$ cat config.mk
export PLATFORM = sky130hd
export DESIGN_NAME = universal_shift_register
export DESIGN_NICKNAME = d
export VERILOG_FILES = /design/src/rtl/universal_shift_register.sv
export SDC_FILE = /design/constraint.sdc
export NUM_CORES = 1
export LEC_CHECK = 0
export CORE_MARGIN = 1.5
export CORE_UTILIZATION = 48
export DETAILED_ROUTE_END_ITERATION = 10
export PLACE_DENSITY = 0.78
export SLEW_MARGIN = 30
export SYNTH_ARGS = -nofsm -noshare
export SYNTH_HDL_FRONTEND = slang
export SYNTH_SLANG_ARGS = --single-unit
$ cat constraint.sdc
create_clock -name clk -period 2.2 [get_ports clk]
set_input_delay 0.44 -clock clk [delete_from_list [all_inputs] [get_ports clk]]
set_output_delay 0.44 -clock clk [all_outputs]
set_load 0.1 [all_outputs]
$ cat src/rtl/universal_shift_register.sv
`default_nettype none
// ============================================================================
// Module   : universal_shift_register
// Brief    : Parametrised shift/rotate/load/clear register with multi-step
//            bursts (one step per clock) and busy/done handshaking.
// Revision : 1.0 - initial release
// ============================================================================
module universal_shift_register #(
  parameter int WIDTH = 4,
  parameter int AMT_W = 3
) (
  input  logic             clk,
  input  logic             reset,
  input  logic             en,
  input  logic [2:0]       M,
  input  logic [AMT_W-1:0] amt,
  input  logic             SI,
  input  logic [WIDTH-1:0] D,
  output logic [WIDTH-1:0] Q,
  output logic             so_lsb,
  output logic             so_msb,
  output logic             busy,
  output logic             done
);

  localparam logic [2:0] c_M_HOLD = 3'b000;
  localparam logic [2:0] c_M_SHR  = 3'b001;
  localparam logic [2:0] c_M_SHL  = 3'b010;
  localparam logic [2:0] c_M_LOAD = 3'b011;
  localparam logic [2:0] c_M_ROR  = 3'b100;
  localparam logic [2:0] c_M_ROL  = 3'b101;
  localparam logic [2:0] c_M_ASR  = 3'b110;
  localparam logic [2:0] c_M_CLR  = 3'b111;

  localparam logic [0:0] c_S_IDLE = 1'b0;
  localparam logic [0:0] c_S_RUN  = 1'b1;

  localparam logic [AMT_W-1:0] c_AMT_ONE   = AMT_W'(1);
  localparam logic [AMT_W-1:0] c_AMT_WIDTH = AMT_W'(WIDTH);

  logic [0:0]       state_q, state_d;
  logic [2:0]       mode_q, mode_d;
  logic [AMT_W-1:0] rem_q, rem_d;
  logic [WIDTH-1:0] q_q, q_d;
  logic             busy_q, busy_d;
  logic             done_q, done_d;

  logic             w_accept;
  logic             w_multi_mode;
  logic [AMT_W-1:0] w_n;
  logic [2:0]       w_step_mode;
  logic             w_step;

  // Only the shift/rotate family honours amt; other modes are single-step.
  always_comb begin
    w_multi_mode = (M == c_M_SHR) || (M == c_M_SHL) || (M == c_M_ROR) ||
                   (M == c_M_ROL) || (M == c_M_ASR);
    if (!w_multi_mode || (amt == '0)) begin
      w_n = c_AMT_ONE;
    end else if (amt > c_AMT_WIDTH) begin
      w_n = c_AMT_WIDTH;
    end else begin
      w_n = amt;
    end
  end

  assign w_accept    = en && !busy_q;
  assign w_step      = (state_q == c_S_RUN) || w_accept;
  assign w_step_mode = (state_q == c_S_RUN) ? mode_q : M;

  function automatic logic [WIDTH-1:0] f_step(input logic [2:0]       mode,
                                               input logic [WIDTH-1:0] cur,
                                               input logic             si,
                                               input logic [WIDTH-1:0] din);
    logic [WIDTH-1:0] res;
    res = cur;
    case (mode)
      c_M_HOLD: res = cur;
      c_M_SHR:  res = {si, cur[WIDTH-1:1]};
      c_M_SHL:  res = {cur[WIDTH-2:0], si};
      c_M_LOAD: res = din;
      c_M_ROR:  res = {cur[0], cur[WIDTH-1:1]};
      c_M_ROL:  res = {cur[WIDTH-2:0], cur[WIDTH-1]};
      c_M_ASR:  res = {cur[WIDTH-1], cur[WIDTH-1:1]};
      c_M_CLR:  res = '0;
      default:  res = cur;
    endcase
    return res;
  endfunction

  // State register
  always_ff @(posedge clk) begin
    if (reset) begin
      state_q <= c_S_IDLE;
      mode_q  <= c_M_HOLD;
      rem_q   <= '0;
      q_q     <= '0;
      busy_q  <= 1'b0;
      done_q  <= 1'b0;
    end else begin
      state_q <= state_d;
      mode_q  <= mode_d;
      rem_q   <= rem_d;
      q_q     <= q_d;
      busy_q  <= busy_d;
      done_q  <= done_d;
    end
  end

  // Next-state logic: rem_q counts steps still owed after the current edge.
  always_comb begin
    state_d = state_q;
    mode_d  = mode_q;
    rem_d   = rem_q;
    case (state_q)
      c_S_IDLE: begin
        if (w_accept) begin
          mode_d = M;
          if (w_n != c_AMT_ONE) begin
            rem_d   = w_n - c_AMT_ONE;
            state_d = c_S_RUN;
          end else begin
            rem_d = '0;
          end
        end
      end
      c_S_RUN: begin
        rem_d = rem_q - c_AMT_ONE;
        if (rem_q == c_AMT_ONE) begin
          state_d = c_S_IDLE;
        end
      end
      default: begin
        state_d = c_S_IDLE;
        rem_d   = '0;
      end
    endcase
  end

  // Output/datapath logic
  always_comb begin
    q_d    = q_q;
    busy_d = (state_d == c_S_RUN);
    done_d = 1'b0;
    if (w_step) begin
      q_d = f_step(w_step_mode, q_q, SI, D);
    end
    if (state_q == c_S_RUN) begin
      done_d = (rem_q == c_AMT_ONE);
    end else if (w_accept) begin
      done_d = (w_n == c_AMT_ONE);
    end
  end

  assign Q      = q_q;
  assign so_lsb = q_q[0];
  assign so_msb = q_q[WIDTH-1];
  assign busy   = busy_q;
  assign done   = done_q;

endmodule
`default_nettype wire

Word-level counts from Yosys, hierarchy flattened:

Index checks and enable logic that the tools add are counted.

* flip-flop bits (word level): 12
* input bits: 14
* output and inout bits: 8

* add/sub/neg operators: 2
* $lt $le $gt $ge: 1
* equality and inequality tests: 16
* muxes and demuxes: 13
* bitwise operators: 3
* reduce and logical (&&, ||, !) cells: 14

Operators by type and width (number)
* 4-bit case mux with 7 select lines: 1
* 3-bit == test (second input constant): 7
* 3-bit two-way mux: 5
* 3-bit by 1-bit == test with 1-bit output (second input constant): 4
* 3-bit by 2-bit == test with 1-bit output (second input constant): 3
* 3-bit zero test: 2
* 1-bit logical OR: 6
* 3-bit case mux with 2 select lines: 1
* 3-bit by 1-bit subtractor with 3-bit output (second input constant): 2
* 1-bit two-way mux: 5
* 2-bit AND reduction: 2
* 3-bit greater-than comparator (second input constant): 1
* 3-bit by 1-bit inequality test with 1-bit output (second input constant): 1
* 1-bit inverter: 3
* 3-bit AND reduction: 1
* 1-bit zero test: 2
* 2-bit inequality test (second input constant): 1
* 1-bit case mux with 2 select lines: 1
* 1-bit logical AND: 1

Longest topological paths before layout:

Gate-level depths: netlist (run 1).

* depth in word-level cells: 12
* depth in mapped cells: 7

Worst setup path before layout (run 1):

No wires, ideal clock.

* path kind: register to register
* start point: reg busy_q (netlist: busy)
* end point: reg q_q[2] (netlist: Q[2])
* library setup time: 0.091 ns
* arrival time: 2.209 ns
* slack: -0.100 ns
* cell stages (with the launch flop): 7
* path buffers: 2
* path through: dfxtp_1 > buf_6 > mux2i_2 > buf_4 > mux2i_4 > a21oi_1 > a311oi_1

* word-level cells in the longest chain between the ends: 4
* elaborated cells between the ends (all ways): 15

RTL lines
* start, declared: line 45 `logic busy_q, busy_d;`
* start signal, assigned: line 105 `busy_q <= busy_d;`
* parallel branches: the longest is 4 deep, another holds 4-bit case mux with 7 select lines
* end signal, assigned: line 104 `q_q <= q_d;`
* end, declared: line 44 `logic [WIDTH-1:0] q_q, q_d;`

Several ways; the timed one is not identified.
A chain may end at the register's enable or synchronous reset.

Final worst setup path (run 1):

* start point: in M[0]
* end point: reg rem_q[2]

* word-level cells in the longest chain between the ends: 12
* elaborated cells between the ends (all ways): 17

RTL lines
* start, declared: line 15 `input logic [2:0] M,`
* 3-bit by 1-bit == test with 1-bit output / 3-bit by 2-bit == test with 1-bit output (equally long branches): line 56 `w_multi_mode = (M == c_M_SHR) || (M == c_M_SHL) || (M == c_M_ROR) ||`
* 1-bit logical OR (3 in a row): line 56
* 1-bit logical OR (*): line 57 `(M == c_M_ROL) || (M == c_M_ASR);`
* 1-bit zero test (*): line 58 `if (!w_multi_mode || (amt == '0)) begin`
* 1-bit logical OR (*): line 58
* 3-bit two-way mux (*): line 58
* 3-bit by 1-bit subtractor with 3-bit output / 3-bit by 1-bit inequality test with 1-bit output (equally long branches): line 120, 119
* 3-bit two-way mux (*): line 119 `if (w_n != c_AMT_ONE) begin`
* 3-bit two-way mux (*): line 117 `if (w_accept) begin`
* 3-bit case mux with 2 select lines (*): line 115 `case (state_q)`
* end signal, assigned: line 103 `rem_q <= rem_d;`
* end, declared: line 43 `logic [AMT_W-1:0] rem_q, rem_d;`

Every way passes the cells marked *; elsewhere a longest branch is shown, timed or not. The select of a mux whose other input is x is not followed.

==> insert_results.sql, run 1 <==
INSERT INTO impl_metrics (metric_group, metric, value, unit) VALUES
('run_status', 'run_status', 'complete, no violations', ''),
('critical_path', 'timing.critical_path.slowest_cell_delay', '0.54', 'ns'),
('floorplan', 'fp-row-count', '15', ''),
('critical_path', 'regToRegStartpoint', 'busy$_SDFF_PP0_', ''),
('timing', 'timing.final.crit_share', '88.62', '%'),
('critical_path', 'crit_path_start_kind', 'primary input', ''),
('yosys', 'number_of_synthesized_flops_with_an_enable_pin', '0', ''),
('cells_and_area', 'drive_gt1_share', '26.32', '%'),
('timing', 'worst_slew_margin_rel', '67.76', '%'),
('floorplan', 'initial_core_util', '51.45', '%'),
('yosys', 'async_flop_share', '0', '%'),
('timing', 'worst_slack', '0.2503', 'ns'),
('critical_path', 'worst_path_dominant_cell_family', 'compound AO/OA/AOI/OAI gates', ''),
('pwr', 'power.share.sequential', '34.9', '%'),
('pwr', 'net_switching_power_figure', '328.7', 'uW'),
('cells_and_area', 'filler_cell_count', '145', ''),
('global_route', 'largest_net_degree_at_the_start_of_global_routing', '16', ''),
('placement', 'place.port_buffers', '21', ''),
('cells_and_area', 'seqCellArea', '241.5', 'um^2'),
('clocking', 'clk_transition_reported_paths', '0.07', 'ns'),
('placement', 'placement.cell_area', '0.001156', 'mm^2'),
('timing', 'setup_viol', '0', ''),
('placement', 'place.gp.congestion', '0.8642', ''),
('global_route', 'gr-usage-all-layers', '20.95', '%'),
('clocking', 'worst_skew_pair.late_latency', '0.27', 'ns'),
('route', 'drt-vias-per-instance', '5.462', ''),
('yosys', 'yosysWarnings', '0', ''),
('cells_and_area', 'layout.cells.most_common', 'buf_4', ''),
('route', 'ant_nets', '0', ''),
('floorplan', 'die-width', '46.02', 'um'),
('pwr', 'irDropWorstVdd', '0.3717', 'mV'),
('placement', 'setup_slack_after_placement', '-0.05174', 'ns'),
('critical_path', 'worstPathBufferInverterCount', '2', ''),
('critical_path', 'ff2ff_path_depth', '4', ''),
('floorplan', 'ios', '22', ''),
('pwr', 'internal_power', '438.7', 'uW'),
('floorplan', 'die-area', '0.002118', 'mm^2'),
('cells_and_area', 'layout_common_cells', 'buf_4, clkdlybuf4s50_1, nor2_1, dfxtp_1, o21ai_0', ''),
('yosys', 'synth_flop_cell', 'dfxtp_1', ''),
('yosys', 'postSynthCellCount', '103', ''),
('timing', 'final_hold_viol_count', '0', ''),
('floorplan', 'fp.dieH', '46.02', 'um'),
('critical_path', 'slowest_stage', 'clkdlybuf4s50_1', ''),
('critical_path', 'r2r_end', 'Q[3]$_SDFFE_PP0P_', ''),
('critical_path', 'timing.setup.critical_path_class', 'primary input to register', ''),
('critical_path', 'cp-end-kind', 'register', ''),
('timing', 'worst_hold_slack_across_all_endpoints', '0.5166', 'ns'),
('clocking', 'clock-sinks', '12', ''),
('clocking', 'cts_tree', 'yes', ''),
('timing', 'max_slew_vio_count', '0', ''),
('cells_and_area', 'finish.cell_count_without_fillers', '158', ''),
('yosys', 'flip_flop_and_latch_count_after_synthesis', '12', ''),
('cells_and_area', 'multi_input_area', '581.8', 'um^2'),
('yosys', 'synth-seq-area-share', '27.04', '%'),
('route', 'totalWireLength', '2013', 'um'),
('placement', 'dp_hpwl', '1508', 'um'),
('clocking', 'cts-buffers-inserted', '3', ''),
('clocking', 'cts.root.buffer_cell', 'clkbuf_4', ''),
('job', 'maxCapViolations', '0', ''),
('clocking', 'htree_levels', '1', ''),
('yosys', 'syn_area_cell', '8.625', 'um^2'),
('global_route', 'grt_pass1_vias', '756', ''),
('critical_path', 'cp.arrival', '2.15', 'ns'),
('critical_path', 'worst_setup_path_startpoint', 'M[0]', ''),
('timing', 'final.min_clock_period', '1.950', 'ns'),
('critical_path', 'cp_max_fo', '5', ''),
('route', 'drt_drc_violations_left', '0', ''),
('route', 'via_count', '863', ''),
('floorplan', 'total_core_area', '0.001727', 'mm^2'),
('global_route', 'grt.overflow.total', '0', ''),
('min_path', 'min-delay-path-class', 'register to register', '');
-- cell families (layout without fill, tap and decap cells) --
logic type                 count (synthesis)  after routing  synth area share [%]
and+or+nand+nor                           35             35                 20.42
AOI/OAI and AO/OA                         27             27                 20.14
muxes                                     12             12                 17.75
DFF                                       12             12                 27.04
buffers and inverters                     12             42                 8.028
adders and majority gates                  4              4                 5.634
xor gates and xnor gates                   1              1                0.9861
-- through the flow --
stage / setup TNS, ns / total power (uW)
finish: 0 / 767.3
global route: 0 / 809.8
CTS: 0 / 766.8
detailed placement: -0.05174 / 633.6
global placement: 0 / 628.1
floorplan: 0 / 545.1
-- cell usage after synthesis, drive strengths merged, types with 4 or more instances --
cell     n  share of area, %
ha       4               5.6
nor2    12               5.1
a21oi    5               2.8
dfxtp   12                27
o21ai    7               3.9
mux2     4               5.5
mux2i    8                12
buf      5               5.1
a311oi   4               3.9
inv      5               2.1
-- layout make-up --
class,instances,share of cell area (%)
multi-input cells,79,49.15
repair buffers,34,24.31
flip-flops and latches,12,20.40
well taps,25,2.643
clock buffers,3,1.903
inverters,5,1.586
-- state kept, by name, summed over array words and instances, names as in the netlist --
name    flops
mode_q      3
Q           4
busy        1
done        1
rem_q       3
-- power by group through the flow --
stage	combinational (uW)	clock [uW]	sequential [uW]
after global placement	356	0	272
after CTS	362	137	267
final	365	134	268
after floorplan	195	0	350
after global routing	390	148	272
after detailed placement	361	0	273
-- routing by layer --
layer	GRT usage (%)	vias up	part of all wire, %
met1	28.88	391	46
li1	-	442	-
met2	31.11	28	46
met5	0	-	0
met3	7.143	2	7.2
met4	5.143	0	0.40
-- worst reg2reg max path: stages, from the launching register on --
cell and delay, ns:
dfxtp_2 0.54, mux2_2 0.47, mux2_2 0.25, o221ai_1 0.13, o32ai_1 0.28
-- what timing repair did --
| item | in CTS | in global routing |
|---|---|---|
| setup endpoints to repair | 0 | 1 |
| hold buffers | 0 | 0 |
| resized for setup | 0 | 1 |
| buffers inserted | 0 | 0 |
| endpoints found under the hold margin | 0 | 0 |
-- worst min path at each step --
stage / start / endpoint / slack, ns / cells past startpoint
finish: rem_q[2]$_SDFFE_PP0P_ / rem_q[2]$_SDFFE_PP0P_ / 0.52 / 2
floorplan: mode_q[0]$_SDFFE_PP0P_ / mode_q[0]$_SDFFE_PP0P_ / 0.48 / 2
CTS: rem_q[2]$_SDFFE_PP0P_ / rem_q[2]$_SDFFE_PP0P_ / 0.52 / 2
global placement: mode_q[0]$_SDFFE_PP0P_ / mode_q[0]$_SDFFE_PP0P_ / 0.50 / 2
global route: Q[1]$_SDFFE_PP0P_ / Q[1]$_SDFFE_PP0P_ / 0.56 / 2
detailed placement: rem_q[2]$_SDFFE_PP0P_ / rem_q[2]$_SDFFE_PP0P_ / 0.50 / 2
(Power assumes the default switching activity.)
==> inputs of run 2 (changes only) <==
- GPL_TIMING_DRIVEN: not set -> 0
==> insert_results.sql, run 2 (same netlist as run 1, synthesis figures left out) <==
INSERT INTO impl_metrics (metric_group, metric, value, unit) VALUES
('clocking', 'clock_path_buffers', '2', ''),
('timing', 'worst_slew_margin_rel', '35.55', '%'),
('clocking', 'cts.root.buffer_cell', 'clkbuf_4', ''),
('critical_path', 'crit_chain', 'buf_4 > dlygate4sd2_1', ''),
('pwr', 'pwr_density_cell', '650.5', 'mW/mm^2'),
('route', 'drtPass1Iterations', '4', ''),
('critical_path', 'regToRegStartpoint', 'busy$_SDFF_PP0_', ''),
('floorplan', 'total_core_area', '0.001727', 'mm^2'),
('timing', 'layout_skew', '0.006060', 'ns'),
('critical_path', 'timing.critical_path.slowest_cell_delay', '0.84', 'ns'),
('critical_path', 'cp.arrival', '1.63', 'ns'),
('critical_path', 'timing.setup.critical_path_class', 'register to output port', ''),
('critical_path', 'r2r_end', 'Q[3]$_SDFFE_PP0P_', ''),
('floorplan', 'fp.dieH', '46.02', 'um'),
('critical_path', 'slowest_stage', 'dlygate4sd2_1', ''),
('global_route', 'global_route_wire_length_before_repair', '3091', 'um'),
('critical_path', 'worst_path_dominant_cell_family', 'buffers and inverters', ''),
('floorplan', 'die-width', '46.02', 'um'),
('critical_path', 'r2r_slack', '0.43', 'ns'),
('clocking', 'cts.repair_timing.setup_buffer_count', '0', ''),
('global_route', 'grt_pass1_vias', '716', ''),
('cells_and_area', 'largest_reg_flops', '4', ''),
('timing', 'timing.final.crit_share', '94.29', '%'),
('timing', 'rsz_0062_raised_after_global_routing', 'no', ''),
('route', 'drt-vias-per-instance', '5.645', ''),
('pwr', 'irDropWorstVdd', '0.3849', 'mV'),
('timing', 'max_slew_vio_count', '0', ''),
('timing', 'setup_viol', '0', ''),
('critical_path', 'crit_path_start_kind', 'register', ''),
('route', 'totalWireLength', '2013', 'um'),
('route', 'ant_nets', '0', ''),
('floorplan', 'die-area', '0.002118', 'mm^2'),
('floorplan', 'ios', '22', ''),
('placement', 'place.gp.congestion', '0.8579', ''),
('pwr', 'power.static_leakage', '0.0004975', 'uW'),
('timing', 'final_hold_viol_count', '0', ''),
('route', 'drt-wirelength-per-cell', '13.24', 'um'),
('global_route', 'largest_net_degree_at_the_start_of_global_routing', '11', ''),
('timing', 'worst_pin_slew', '0.9651', 'ns'),
('cells_and_area', 'layout_common_cells', 'nor2_1, clkdlybuf4s50_1, dfxtp_1, o21ai_0, dlygate4sd2_1', ''),
('cells_and_area', 'finish.cell_count_without_fillers', '152', ''),
('placement', 'place.port_buffers', '21', ''),
('route', 'drt_drc_violations_left', '0', ''),
('route', 'via_count', '858', ''),
('min_path', 'min-delay-path-class', 'register to register', ''),
('job', 'maxCapViolations', '0', ''),
('floorplan', 'fp-row-count', '15', ''),
('cells_and_area', 'flow.area_growth_from_synthesis', '30.99', '%'),
('cells_and_area', 'drive_gt1_share', '15.75', '%'),
('clocking', 'htree_levels', '1', ''),
('placement', 'dp_hpwl', '1512', 'um'),
('critical_path', 'worstPathBufferInverterCount', '2', ''),
('min_path', 'timing.hold.worst.start', 'rem_q[2]$_SDFFE_PP0P_', ''),
('cells_and_area', 'finalNetCount', '147', ''),
('timing', 'max_freq', '482.1', 'MHz'),
('critical_path', 'cp-end-kind', 'output port', ''),
('timing', 'final.min_clock_period', '2.074', 'ns'),
('min_path', 'min_path_cells', '2', ''),
('clocking', 'cts_tree', 'yes', ''),
('global_route', 'grt.overflow.total', '0', ''),
('timing', 'worst_hold_slack_across_all_endpoints', '0.5205', 'ns'),
('critical_path', 'required_time_of_the_critical_path', '1.76', 'ns'),
('global_route', 'gr-usage-all-layers', '20.11', '%'),
('cells_and_area', 'antenna_cells', '0', ''),
('clocking', 'clk_transition_reported_paths', '0.08', 'ns'),
('critical_path', 'cp_max_fo', '5', ''),
('min_path', 'worstHoldEndpoint', 'rem_q[2]$_SDFFE_PP0P_', ''),
('floorplan', 'initial_core_util', '51.45', '%'),
('route', 'detail_route.iter0.violations', '19', ''),
('clocking', 'worst_skew_pair.late_latency', '0.26', 'ns'),
('critical_path', 'ff2ff_path_depth', '5', ''),
('global_route', 'grt_antenna_before_repair', '0', ''),
('clocking', 'cts-buffers-inserted', '3', ''),
('clocking', 'clock-sinks', '12', ''),
('cells_and_area', 'filler_cell_count', '164', ''),
('run_status', 'run_status', 'complete, no violations', ''),
('placement', 'dpl_cells', '149', '');
## run 2: changes by cell type in the layout (fill, tap and decap cells not counted)
cell	delta
buf_4	-18
buf_6	+2
clkbuf_1	+2
clkdlybuf4s50_1	-1
dlygate4sd2_1	+6
dlymetal6s2s_1	+3
nor3_1	-1
nor3_2	+1
## run 2: worst max path at each step
stage,startpoint,end,slack (ns),cells after the start
floorplan,busy$_SDFF_PP0_,Q[2]$_SDFFE_PP0P_,0.23,6
global placement,M[1],rem_q[2]$_SDFFE_PP0P_,-0.20,8
detailed placement,M[1],rem_q[2]$_SDFFE_PP0P_,-0.26,8
CTS,busy$_SDFF_PP0_,busy,0.02,1
global route,M[0],rem_q[2]$_SDFFE_PP0P_,0.003,7
finish,Q[3]$_SDFFE_PP0P_,Q[3],0.13,2
## run 2: layout make-up
cell class	count	area, um^2	area share [%]
Sequential cell	12	241.5	20.75
Tap cell	25	31.28	2.688
Multi-Input combinational cell	79	586.8	50.43
Inverter	5	18.77	1.613
Timing Repair Buffer	21	210.2	18.06
Buffer	7	52.55	4.516
Clock buffer	3	22.52	1.935
## run 2: per-layer routing
layer  wire [um]  share of wire [%]  GRT usage [%]
met2        1047                 52          33.61
met3         127                6.3          3.571
met5           0                  0              0
met1         810                 40          25.65
met4          27                1.3          6.857
## run 2: report_power, final
group / total (uW) / leakage (uW) / switching (uW) / internal, uW
logic: 367 / 0.000384 / 239 / 128
clock network: 131 / 0.0000138 / 68.3 / 63.1
registers: 258 / 0.0000992 / 18.0 / 240
total: 757 / 0.000498 / 325 / 432
## run 2: metrics by stage
| stage | power [uW] | util [%] | setup WS (ns) | TNS, ns | cell area (um^2) |
|---|---|---|---|---|---|
| after floorplan | 545.1 | - | 0.2251 | 0 | 889.6 |
| after global placement | 630.7 | 65.51 | -0.2041 | -0.4395 | 1131 |
| after detailed placement | 638.6 | 65.51 | -0.2569 | -0.5831 | 1131 |
| after CTS | 762.4 | 66.38 | 0.02091 | 0 | 1146 |
| after global routing | 803.5 | 67.39 | 0.002502 | 0 | 1164 |
| final | 757.0 | 67.39 | 0.1257 | 0 | 1164 |
## run 2: what timing repair did
item,4_1_cts,5_1_grt
pin swaps,0,0
endpoints found under the setup margin,6,3
gates resized for setup,6,5
hold buffers,0,0
## run 2: tightest hold or removal path, cell delays in order, from the launching register on
cell and delay (ns):
dfxtp_1 0.32, o21ai_0 0.07, a31oi_1 0.08
